===== src/rtl/mdp_value_iter.sv =====
// Value-iteration engine for a ROWS x COLS grid-world MDP.
// Runs in-place row-major sweeps, one state per clock, until the largest
// per-sweep utility change is within EPS or the sweep limit is reached.
// Publishes packed utilities, a 2-bit greedy action per state and a done flag.
module mdp_value_iter #(
    parameter int ROWS = 2,
    parameter int COLS = 2,
    parameter int W    = 16,
    parameter int F    = 12,
    parameter int EPS  = 0,
    parameter int IW   = 16
) (
    input  logic                      clk,
    input  logic                      rst,
    input  logic                      start,
    input  logic [ROWS*COLS*W-1:0]    reward,
    input  logic [ROWS*COLS-1:0]      terminal,
    input  logic [F-1:0]              gamma,
    input  logic [IW-1:0]             max_iter,
    output logic [ROWS*COLS*W-1:0]    cur_util,
    output logic [2*ROWS*COLS-1:0]    policy,
    output logic                      MDP_done,
    output logic                      converged,
    output logic [IW-1:0]             iter_count
);

    localparam int N  = ROWS * COLS;
    localparam int SW = (N > 1) ? $clog2(N) : 1;
    localparam int RW = (ROWS > 1) ? $clog2(ROWS) : 1;
    localparam int CW = (COLS > 1) ? $clog2(COLS) : 1;
    localparam int PW = W + F + 1;
    localparam int XW = W + 2;
    localparam logic signed [XW-1:0] SAT_HI = XW'((64'sd1 <<< (W - 1)) - 64'sd1);
    localparam logic signed [XW-1:0] SAT_LO = XW'(-(64'sd1 <<< (W - 1)));

    typedef enum logic [2:0] {
        S_IDLE  = 3'd0,
        S_INIT  = 3'd1,
        S_SWEEP = 3'd2,
        S_CHECK = 3'd3,
        S_DONE  = 3'd4
    } state_t;

    state_t              state_q, state_d;
    logic                start_prev_q;
    logic signed [W-1:0] rew_q  [N];
    logic signed [W-1:0] rew_d  [N];
    logic [N-1:0]        term_q, term_d;
    logic [F-1:0]        gamma_q, gamma_d;
    logic [IW-1:0]       max_iter_q, max_iter_d;
    logic signed [W-1:0] util_q [N];
    logic signed [W-1:0] util_d [N];
    logic [2*N-1:0]      pol_q, pol_d;
    logic                done_q, done_d;
    logic                conv_q, conv_d;
    logic [IW-1:0]       iter_q, iter_d;
    logic [W:0]          delta_q, delta_d;
    logic [SW-1:0]       s_q, s_d;
    logic [RW-1:0]       row_q, row_d;
    logic [CW-1:0]       col_q, col_d;

    logic                start_rise_s;
    logic [SW-1:0]       idx_up_s, idx_rt_s, idx_dn_s, idx_lt_s;
    logic signed [W-1:0] best_v_s;
    logic [1:0]          best_a_s;
    logic signed [PW-1:0] prod_s, scaled_s;
    logic signed [XW-1:0] sum_s;
    logic signed [W-1:0] new_v_s;
    logic signed [W:0]   diff_s;
    logic [W:0]          absd_s;
    logic [IW-1:0]       iter_inc_s, lim_s;

    assign start_rise_s = start & ~start_prev_q;
    assign iter_inc_s   = iter_q + IW'(1);
    assign lim_s        = (max_iter_q == {IW{1'b0}}) ? IW'(1) : max_iter_q;

    // Bellman backup for the state under the sweep pointer: best neighbour, discount, saturate, delta.
    always_comb begin
        idx_up_s = (row_q == {RW{1'b0}})       ? s_q : s_q - SW'(COLS);
        idx_rt_s = (col_q == CW'(COLS - 1))    ? s_q : s_q + SW'(1);
        idx_dn_s = (row_q == RW'(ROWS - 1))    ? s_q : s_q + SW'(COLS);
        idx_lt_s = (col_q == {CW{1'b0}})       ? s_q : s_q - SW'(1);
        best_v_s = util_q[idx_up_s];
        best_a_s = 2'b00;
        // strict compares keep the lowest action code on ties
        if (util_q[idx_rt_s] > best_v_s) begin
            best_v_s = util_q[idx_rt_s];
            best_a_s = 2'b01;
        end else begin
            best_a_s = best_a_s;
        end
        if (util_q[idx_dn_s] > best_v_s) begin
            best_v_s = util_q[idx_dn_s];
            best_a_s = 2'b10;
        end else begin
            best_a_s = best_a_s;
        end
        if (util_q[idx_lt_s] > best_v_s) begin
            best_v_s = util_q[idx_lt_s];
            best_a_s = 2'b11;
        end else begin
            best_a_s = best_a_s;
        end
        prod_s   = PW'(best_v_s) * PW'($signed({1'b0, gamma_q}));
        scaled_s = prod_s >>> F;
        sum_s    = XW'(rew_q[s_q]) + XW'(scaled_s);
        if (sum_s > SAT_HI) begin
            new_v_s = W'(SAT_HI);
        end else if (sum_s < SAT_LO) begin
            new_v_s = W'(SAT_LO);
        end else begin
            new_v_s = W'(sum_s);
        end
        diff_s = (W+1)'(new_v_s) - (W+1)'(util_q[s_q]);
        absd_s = diff_s[W] ? (W+1)'(-diff_s) : (W+1)'(diff_s);
    end

    // Sequencer and datapath next-state: capture, init, sweep, convergence check, done.
    always_comb begin
        state_d    = state_q;
        rew_d      = rew_q;
        term_d     = term_q;
        gamma_d    = gamma_q;
        max_iter_d = max_iter_q;
        util_d     = util_q;
        pol_d      = pol_q;
        done_d     = done_q;
        conv_d     = conv_q;
        iter_d     = iter_q;
        delta_d    = delta_q;
        s_d        = s_q;
        row_d      = row_q;
        col_d      = col_q;
        case (state_q)
            S_IDLE, S_DONE: begin
                if (start_rise_s) begin
                    for (int i = 0; i < N; i++) begin
                        rew_d[i] = reward[i*W +: W];
                    end
                    term_d     = terminal;
                    gamma_d    = gamma;
                    max_iter_d = max_iter;
                    done_d     = 1'b0;
                    state_d    = S_INIT;
                end else begin
                    state_d = state_q;
                end
            end
            S_INIT: begin
                for (int i = 0; i < N; i++) begin
                    util_d[i] = term_q[i] ? rew_q[i] : {W{1'b0}};
                end
                pol_d   = {(2*N){1'b0}};
                done_d  = 1'b0;
                conv_d  = 1'b0;
                iter_d  = {IW{1'b0}};
                delta_d = {(W+1){1'b0}};
                s_d     = {SW{1'b0}};
                row_d   = {RW{1'b0}};
                col_d   = {CW{1'b0}};
                state_d = S_SWEEP;
            end
            S_SWEEP: begin
                if (!term_q[s_q]) begin
                    util_d[s_q]             = new_v_s;
                    pol_d[{s_q, 1'b0} +: 2] = best_a_s;
                    if (absd_s > delta_q) begin
                        delta_d = absd_s;
                    end else begin
                        delta_d = delta_q;
                    end
                end else begin
                    util_d[s_q] = util_q[s_q];
                end
                if (s_q == SW'(N - 1)) begin
                    s_d     = {SW{1'b0}};
                    row_d   = {RW{1'b0}};
                    col_d   = {CW{1'b0}};
                    state_d = S_CHECK;
                end else if (col_q == CW'(COLS - 1)) begin
                    s_d   = s_q + SW'(1);
                    col_d = {CW{1'b0}};
                    row_d = row_q + RW'(1);
                end else begin
                    s_d   = s_q + SW'(1);
                    col_d = col_q + CW'(1);
                end
            end
            S_CHECK: begin
                iter_d = iter_inc_s;
                if (delta_q <= (W+1)'(EPS)) begin
                    conv_d  = 1'b1;
                    done_d  = 1'b1;
                    state_d = S_DONE;
                end else if (iter_inc_s == lim_s) begin
                    conv_d  = 1'b0;
                    done_d  = 1'b1;
                    state_d = S_DONE;
                end else begin
                    delta_d = {(W+1){1'b0}};
                    state_d = S_SWEEP;
                end
            end
            default: begin
                state_d = S_IDLE;
            end
        endcase
    end

    // State and datapath registers with synchronous reset.
    always_ff @(posedge clk) begin
        if (rst) begin
            state_q      <= S_IDLE;
            start_prev_q <= 1'b0;
            for (int i = 0; i < N; i++) begin
                rew_q[i]  <= {W{1'b0}};
                util_q[i] <= {W{1'b0}};
            end
            term_q     <= {N{1'b0}};
            gamma_q    <= {F{1'b0}};
            max_iter_q <= {IW{1'b0}};
            pol_q      <= {(2*N){1'b0}};
            done_q     <= 1'b0;
            conv_q     <= 1'b0;
            iter_q     <= {IW{1'b0}};
            delta_q    <= {(W+1){1'b0}};
            s_q        <= {SW{1'b0}};
            row_q      <= {RW{1'b0}};
            col_q      <= {CW{1'b0}};
        end else begin
            state_q      <= state_d;
            start_prev_q <= start;
            rew_q        <= rew_d;
            util_q       <= util_d;
            term_q       <= term_d;
            gamma_q      <= gamma_d;
            max_iter_q   <= max_iter_d;
            pol_q        <= pol_d;
            done_q       <= done_d;
            conv_q       <= conv_d;
            iter_q       <= iter_d;
            delta_q      <= delta_d;
            s_q          <= s_d;
            row_q        <= row_d;
            col_q        <= col_d;
        end
    end

    // Pack the utility registers onto the output bus.
    always_comb begin
        cur_util = {(N*W){1'b0}};
        for (int i = 0; i < N; i++) begin
            cur_util[i*W +: W] = util_q[i];
        end
    end

    assign policy     = pol_q;
    assign MDP_done   = done_q;
    assign converged  = conv_q;
    assign iter_count = iter_q;

endmodule


===== config.mk =====
export PLATFORM = sky130hd
export DESIGN_NAME = mdp_value_iter
export DESIGN_NICKNAME = d
export VERILOG_FILES = /design/src/rtl/mdp_value_iter.sv
export SDC_FILE = /design/constraint.sdc
export NUM_CORES = 1
export LEC_CHECK = 0
export CAP_MARGIN = 20
export CORE_MARGIN = 5
export CORE_UTILIZATION = 40
export DETAILED_ROUTE_END_ITERATION = 8
export GPL_TIMING_DRIVEN = 0
export MAX_ROUTING_LAYER = met4
export PLACE_DENSITY = 0.67
export SKIP_CTS_REPAIR_TIMING = 1
export SKIP_LAST_GASP = 1
export SYNTH_ARGS = -nofsm -noshare
export SYNTH_HDL_FRONTEND = slang
export SYNTH_SLANG_ARGS = --single-unit

===== constraint.sdc =====
create_clock -name clk -period 50.2 [get_ports clk]
set_input_delay 7.53 -clock clk [delete_from_list [all_inputs] [get_ports clk]]
set_output_delay 7.53 -clock clk [all_outputs]
set_load 0.05 [all_outputs]

==> reports/metrics.cfg, run 1 <==
[timing]
final_hold_viol_count = 0
period_share_pct = 56.2
transition_time_at_the_pin_with_the_least_slew_margin_ps = 1020
clock_skew_ps = 26.0
finalCriticalPeriod_ps = 28200
max_slew_margin_pct = 31.0
max_freq_mhz = 35.5
fin_tns_setup_ps = 0
timing.final.setup_violations = 0
slew_viol_final = 0
rsz_0062_raised_after_global_routing = no

[yosys]
yosys_register_bits = 211
syn_inst = 2709
synthDominantAreaCellType = sky130_fd_sc_hd__dfxtp_1
synth_top_area_share_pct = 18.5
asyncSetResetFlopFracSynth_pct = 0
postSynthAreaPerCell_um2 = 8.42
synth_top_flop_cell = sky130_fd_sc_hd__dfxtp_1
post_synth_main_area_contributors = sky130_fd_sc_hd__dfxtp_1 (19%), sky130_fd_sc_hd__fa_1 (16%), sky130_fd_sc_hd__mux4_2 (9.2%), sky130_fd_sc_hd__ha_1 (9.1%), sky130_fd_sc_hd__nand2_1 (6.4%)
synthesis.nets = 3153
synth-warning-count = 0
yosysSeqAreaShare_pct = 18.5
synth-edff-count = 0
synthMostInstantiatedCell = sky130_fd_sc_hd__nand2_1
synth.distinct_cells = 81
synth_area_um2 = 22800
synth.top_cells.by_count = sky130_fd_sc_hd__nand2_1 (387), sky130_fd_sc_hd__inv_1 (320), sky130_fd_sc_hd__a21oi_1 (257)

[worst_hold_path]
hp-class = reg2reg
hold-path-cell-count = 2
hold-path-endpoint = max_iter_q[0]$_SDFFE_PP0P_
hold_start = max_iter_q[0]$_SDFFE_PP0P_

[clock_tree]
numClockSinks = 211
clock-root-buffer = sky130_fd_sc_hd__clkbuf_16
htreeDepth = 1
cts_tree = built
clock_path_buffers = 3
cts-buffers-inserted = 24
clk_latency_ps = 570
cts.reportedPaths.clkPinSlew_ps = 70

[placed_design]
place.gp.congestion = 0.987
port_buffers = 187
dp.final_hpwl_um = 66100
placed_cells_incl_taps = 3653
placed_cell_area_um2 = 25600

[worst_setup_path]
setup.worst_path.end_class = flip-flop
crit_path_max_fanout = 10
data_arrival_time_of_the_critical_path_ps = 28700
critical_path.max_stage_delay_ps = 860
timing_worst_setup_path_type = reg2reg
rr_endpoint = delta_q[0]$_SDFFE_PP0P_
cp-start-kind = flip-flop
cp_common_cell = sky130_fd_sc_hd__ha_1
worst-r2r-cell-count = 92
critical-path-slowest-cell = sky130_fd_sc_hd__a211oi_1
crit_required_ps = 50700
timing.reg2reg.setup_slack_ps = 22000
rr_startpoint = s_q[1]$_SDFFE_PP0P_

[global_route]
grt_first_pass_wirelength_um = 121000
globalRouteTotalUtil_pct = 25.2
grt_overflow_total = 0
grt_antenna_before_repair = 1
grt_start_max_net_pins = 15
first_global_vias = 20300

[power]
irDropWorstVdd_mv = 0.0745
cell_pwr_density_nw_per_um2 = 67.4
power.leakage_uw = 0.0111

[die]
fp.coreArea_um2 = 56400
die_w_um = 249
rows = 87
die_y_extent_um = 249
initial_core_utilization_pct = 40.4
floorplan.die_area_um2 = 61900
io_pins = 189

[flow_run]
max_cap_viol_count = 0

[final_layout]
postLayoutCellArea_um2 = 26500
area_delta_synth_final_pct = 16.3
fin_cells = 3697
fraction_of_layout_cells_with_a_size_suffix_above_1_pct = 6.46
nNetsFinal = 3367

[drt]
drc = 0
post_drt_via_cell_ratio = 5.66
firstDrtPassIters = 6
wirelength_um = 78300
drtIter0Drc = 1972
antenna_left = 0
num_vias = 20900
route.detailed.wl_per_inst_um = 21.2

[status]
status = finished clean

## where the power goes
part           internal, uW  switching (uW)  total, uW
sequential              179            20.8        199
clock                   118            79.7        197
combinational           540             849       1390
total                   836             949       1790
## cell type report
| class | count | area [um2] |
|---|---|---|
| Antenna cell | 1 | 2.50 |
| Multi-Input combinational cell | 2014 | 16700 |
| Clock inverter | 16 | 245 |
| Tap cell | 756 | 946 |
| Timing Repair Buffer | 188 | 1890 |
| Inverter | 321 | 1210 |
| Buffer | 163 | 638 |
| Sequential cell | 211 | 4220 |
| Fill cell | 5631 | 29900 |
| Clock buffer | 27 | 632 |
## per-layer routing
layer	vias up	track usage, %	share of wire, %
li1	9719	-	-
met1	10200	34.7	44
met2	898	38.6	44
met3	129	4.03	8.5
met4	0	7.39	3.6
met5	-	-	0
## worst max-delay path, delay by kind of cell, from the launching register on
kind                     cells  cell delay (ps)
AO/OA/AOI/OAI               42            11430
adder cells (fa/ha/maj)     14             5250
multiplexers                 4             1760
flip-flops                   1              380
AND/OR/NAND/NOR             12             2420
XOR/XNOR                     1              200
buffers and inverters       19             6580
## state kept, by name, indices dropped and copies added, names as in the netlist, 2 cells and up
signal,cells
cur_util,64
rew_q,64
delta_q,17
iter_count,16
max_iter_q,16
gamma_q,12
policy,8
term_q,4
state_q,3
s_q,2
## cell usage in the layout, fill, tap and decap left out, types with 6 or more instances in the layout
cell type                         Yosys  layout
sky130_fd_sc_hd__a2111oi_0           13      13
sky130_fd_sc_hd__a211oi_1            31      31
sky130_fd_sc_hd__a21o_1              43      43
sky130_fd_sc_hd__a21oi_1            257     257
sky130_fd_sc_hd__a221oi_1            11      11
sky130_fd_sc_hd__a22o_1              10      10
sky130_fd_sc_hd__a22oi_1             30      30
sky130_fd_sc_hd__a31oi_1             10      10
sky130_fd_sc_hd__and2_1              99      99
sky130_fd_sc_hd__and3_1               8       8
sky130_fd_sc_hd__buf_1               21      21
sky130_fd_sc_hd__buf_2                9       9
sky130_fd_sc_hd__clkbuf_1           129     130
sky130_fd_sc_hd__clkbuf_16            0      24
sky130_fd_sc_hd__clkdlybuf4s50_1      0     187
sky130_fd_sc_hd__clkinv_2             0       6
sky130_fd_sc_hd__dfxtp_1            211     211
sky130_fd_sc_hd__fa_1               179     179
sky130_fd_sc_hd__ha_1               166     166
sky130_fd_sc_hd__inv_1              320     320
sky130_fd_sc_hd__mux2_2              21      21
sky130_fd_sc_hd__mux2i_1             32      32
sky130_fd_sc_hd__mux4_2              93      93
sky130_fd_sc_hd__nand2_1            387     387
sky130_fd_sc_hd__nand2b_1            14      14
sky130_fd_sc_hd__nand3_1             24      24
sky130_fd_sc_hd__nand4_1             22      22
sky130_fd_sc_hd__nor2_1             126     126
sky130_fd_sc_hd__nor2b_1             23      23
sky130_fd_sc_hd__nor3_1              80      80
sky130_fd_sc_hd__nor4_1              15      15
sky130_fd_sc_hd__o211ai_1             6       6
sky130_fd_sc_hd__o21a_1              20      20
sky130_fd_sc_hd__o21ai_0             65      65
sky130_fd_sc_hd__o21ai_1              9       9
sky130_fd_sc_hd__o21bai_1             8       8
sky130_fd_sc_hd__or3_1               43      43
sky130_fd_sc_hd__xnor2_1             59      59
sky130_fd_sc_hd__xor2_1              24      24
## how the worst max path moves through the flow
stage | from | end | slack [ps] | depth (start not counted)
4_1_cts | s_q[1]$_SDFFE_PP0P_ | delta_q[0]$_SDFFE_PP0P_ | 22210 | 92
3_5_place_dp | s_q[1]$_SDFFE_PP0P_ | delta_q[0]$_SDFFE_PP0P_ | 22300 | 92
2_1_floorplan | s_q[1]$_SDFFE_PP0P_ | delta_q[0]$_SDFFE_PP0P_ | 28460 | 93
3_3_place_gp | s_q[1]$_SDFFE_PP0P_ | delta_q[4]$_SDFFE_PP0P_ | 22360 | 92
6_report | s_q[1]$_SDFFE_PP0P_ | delta_q[0]$_SDFFE_PP0P_ | 22000 | 92
5_1_grt | s_q[1]$_SDFFE_PP0P_ | delta_q[2]$_SDFFE_PP0P_ | 20570 | 92
## metrics by stage
step | worst slack (ps) | utilization, % | hold slack, ps | total power (uW)
floorplan | 28460 | - | 436 | 1210
global placement | 22360 | 45.4 | 454 | 1560
detailed placement | 22300 | 45.5 | 455 | 1580
CTS | 22210 | 47.0 | 465 | 1780
global route | 20570 | 47.0 | 490 | 1950
finish | 22000 | 47.0 | 465 | 1790
## logic make-up after synthesis
| group | Yosys count | synth area share, % |
|---|---|---|
| simple gates | 873 | 18.0 |
| compound gates | 563 | 15.5 |
| mux | 149 | 11.8 |
| buf+inv | 484 | 8.10 |
| fa+ha+maj | 345 | 24.8 |
| xor+xnor | 84 | 3.26 |
| flops | 211 | 18.5 |
Note: power is estimated with default switching activity, not from simulation.
==> inputs of run 2 (changes only) <==
==> constraint.sdc (replaced) <==
create_clock -name clk -period 26.2 [get_ports clk]
set_input_delay 3.93 -clock clk [delete_from_list [all_inputs] [get_ports clk]]
set_output_delay 3.93 -clock clk [all_outputs]
set_load 0.05 [all_outputs]
==> run 2 against run 1 <==
Effect of this change:
- routed wire length about the same
- clock skew up 2.7 ps
- flip-flop and latch count unchanged
- first-iteration DRC count down 7.8%
- hold slack worse by 0.76 ps
- clock power up 92%
- combinational power up 93%
- die area unchanged
- maximum frequency up 13%
==> reports/metrics.cfg, run 2 (synthesis gave the netlist of run 1 again) <==
[die]
die_y_extent_um = 249
die_w_um = 249
io_pins = 189
fp.coreArea_um2 = 56400
rows = 87
floorplan.die_area_um2 = 61900
initial_core_utilization_pct = 40.4

[clock_tree]
cts.reportedPaths.clkPinSlew_ps = 70
numClockSinks = 211
cts_tree = built
clock_path_buffers = 3
htreeDepth = 1
clk_latency_ps = 570
cts-buffers-inserted = 24
clock-root-buffer = sky130_fd_sc_hd__clkbuf_16

[worst_setup_path]
data_arrival_time_of_the_critical_path_ps = 25340
setup.worst_path.end_class = flip-flop
critical-path-slowest-cell = sky130_fd_sc_hd__mux4_2
cp_common_cell = sky130_fd_sc_hd__ha_1
crit_path_max_fanout = 19
timing_worst_setup_path_type = reg2reg
crit_required_ps = 26700
critical_path.max_stage_delay_ps = 600
cp-start-kind = flip-flop

[placed_design]
place.gp.congestion = 0.987
port_buffers = 187
placed_cells_incl_taps = 3653
placed_cell_area_um2 = 25600
dp.final_hpwl_um = 66100

[global_route]
globalRouteTotalUtil_pct = 25.2
grt_first_pass_wirelength_um = 121000
grt_overflow_total = 0
grt_antenna_before_repair = 1
grt_start_max_net_pins = 15
first_global_vias = 20300

[drt]
post_drt_via_cell_ratio = 5.65
route.detailed.wl_per_inst_um = 21.2
routed-wl-met2_um = 34500
firstDrtPassIters = 6
num_vias = 20900
drc = 0
met1_length_um = 34200
met3RoutedLength_um = 6740
wirelength_um = 78300
drtIter0Drc = 1819
antenna_left = 0
highest_layer = met4

[timing]
timing.final.setup_violations = 0
period_share_pct = 94.8
final_hold_viol_count = 0
clock_skew_ps = 28.8
rsz_0062_raised_after_global_routing = no
max_freq_mhz = 40.2
finalCriticalPeriod_ps = 24850
fin_tns_setup_ps = 0
max_slew_margin_pct = 29.8
slew_viol_final = 0
transition_time_at_the_pin_with_the_least_slew_margin_ps = 1040

[power]
cell_pwr_density_nw_per_um2 = 130
post-layout-total-power_uw = 3440
power.leakage_uw = 0.0112
irDropWorstVdd_mv = 0.143

[final_layout]
postLayoutCoreUtil_pct = 47.1
fin_cells = 3695
postLayoutCellArea_um2 = 26500
fraction_of_layout_cells_with_a_size_suffix_above_1_pct = 6.81
mostFrequentLayoutCell = sky130_fd_sc_hd__nand2_1
nNetsFinal = 3365
layout_common_cells = sky130_fd_sc_hd__nand2_1 (387), sky130_fd_sc_hd__inv_1 (320), sky130_fd_sc_hd__a21oi_1 (256)
area_delta_synth_final_pct = 16.4

[flow_run]
max_cap_viol_count = 0

[status]
status = finished clean

[worst_hold_path]
hp-class = reg2reg

[run 2: where the power goes]
part           total, uW  switching, uW  leakage, uW  internal, uW
Combinational       2680           1640      0.00901          1040
Sequential           382           39.6      0.00172           342
Clock                378            153     0.000434           225
[run 2: worst paths after layout]
path | slack (ps) | end | cells past startpoint | start
min reg2reg | 460 | max_iter_q[0]$_SDFFE_PP0P_ | 2 | max_iter_q[0]$_SDFFE_PP0P_
max | 1350 | delta_q[0]$_SDFFE_PP0P_ | 93 | s_q[1]$_SDFFE_PP0P_
max reg2reg | 1350 | delta_q[0]$_SDFFE_PP0P_ | 93 | s_q[1]$_SDFFE_PP0P_
min | 460 | max_iter_q[0]$_SDFFE_PP0P_ | 2 | max_iter_q[0]$_SDFFE_PP0P_
[run 2: cell type report]
cell class | instances | area, um2
clock buffer | 27 | 632
antenna | 1 | 2.50
buffer | 161 | 642
sequential | 211 | 4220
timing repair buffer | 188 | 1890
clock inverter | 16 | 245
multi-input combinational | 2014 | 16800
fill | 5634 | 29800
inverter | 321 | 1210
tap | 756 | 946
[run 2: routing by layer]
| layer | up-vias | track usage [%] |
|---|---|---|
| li1 | 9717 | - |
| met1 | 10100 | 34.7 |
| met2 | 890 | 38.6 |
| met3 | 135 | 4.03 |
| met4 | 0 | 7.39 |
| met5 | - | - |
[run 2: stage by stage]
step,hold WS (ps),worst slack [ps]
final,464,1350
after global routing,490,43.8
after CTS,465,-1790
after detailed placement,455,-1700
after global placement,454,-1640
after floorplan,436,4460
[run 2: critical path, delay by kind of cell (launching register included)]
family                   cells  cell delay [ps]
AO/OA/AOI/OAI               41             9820
XOR/XNOR                     1              200
adder cells (fa/ha/maj)     14             4950
buffers and inverters       21             5380
flip-flops                   1              380
multiplexers                 4             1700
AND/OR/NAND/NOR             12             2260
==> inputs of run 3 (changes only) <==
--- a/config.mk
+++ b/config.mk
@@ -8,6 +8,7 @@
 export CAP_MARGIN = 20
 export CORE_MARGIN = 5
 export CORE_UTILIZATION = 40
+export CTS_CLUSTER_DIAMETER = 100
 export DETAILED_ROUTE_END_ITERATION = 8
 export GPL_TIMING_DRIVEN = 0
 export MAX_ROUTING_LAYER = met4
==> results of run 3 <==
Final layout, timing and power as in run 2 (identical DEF).
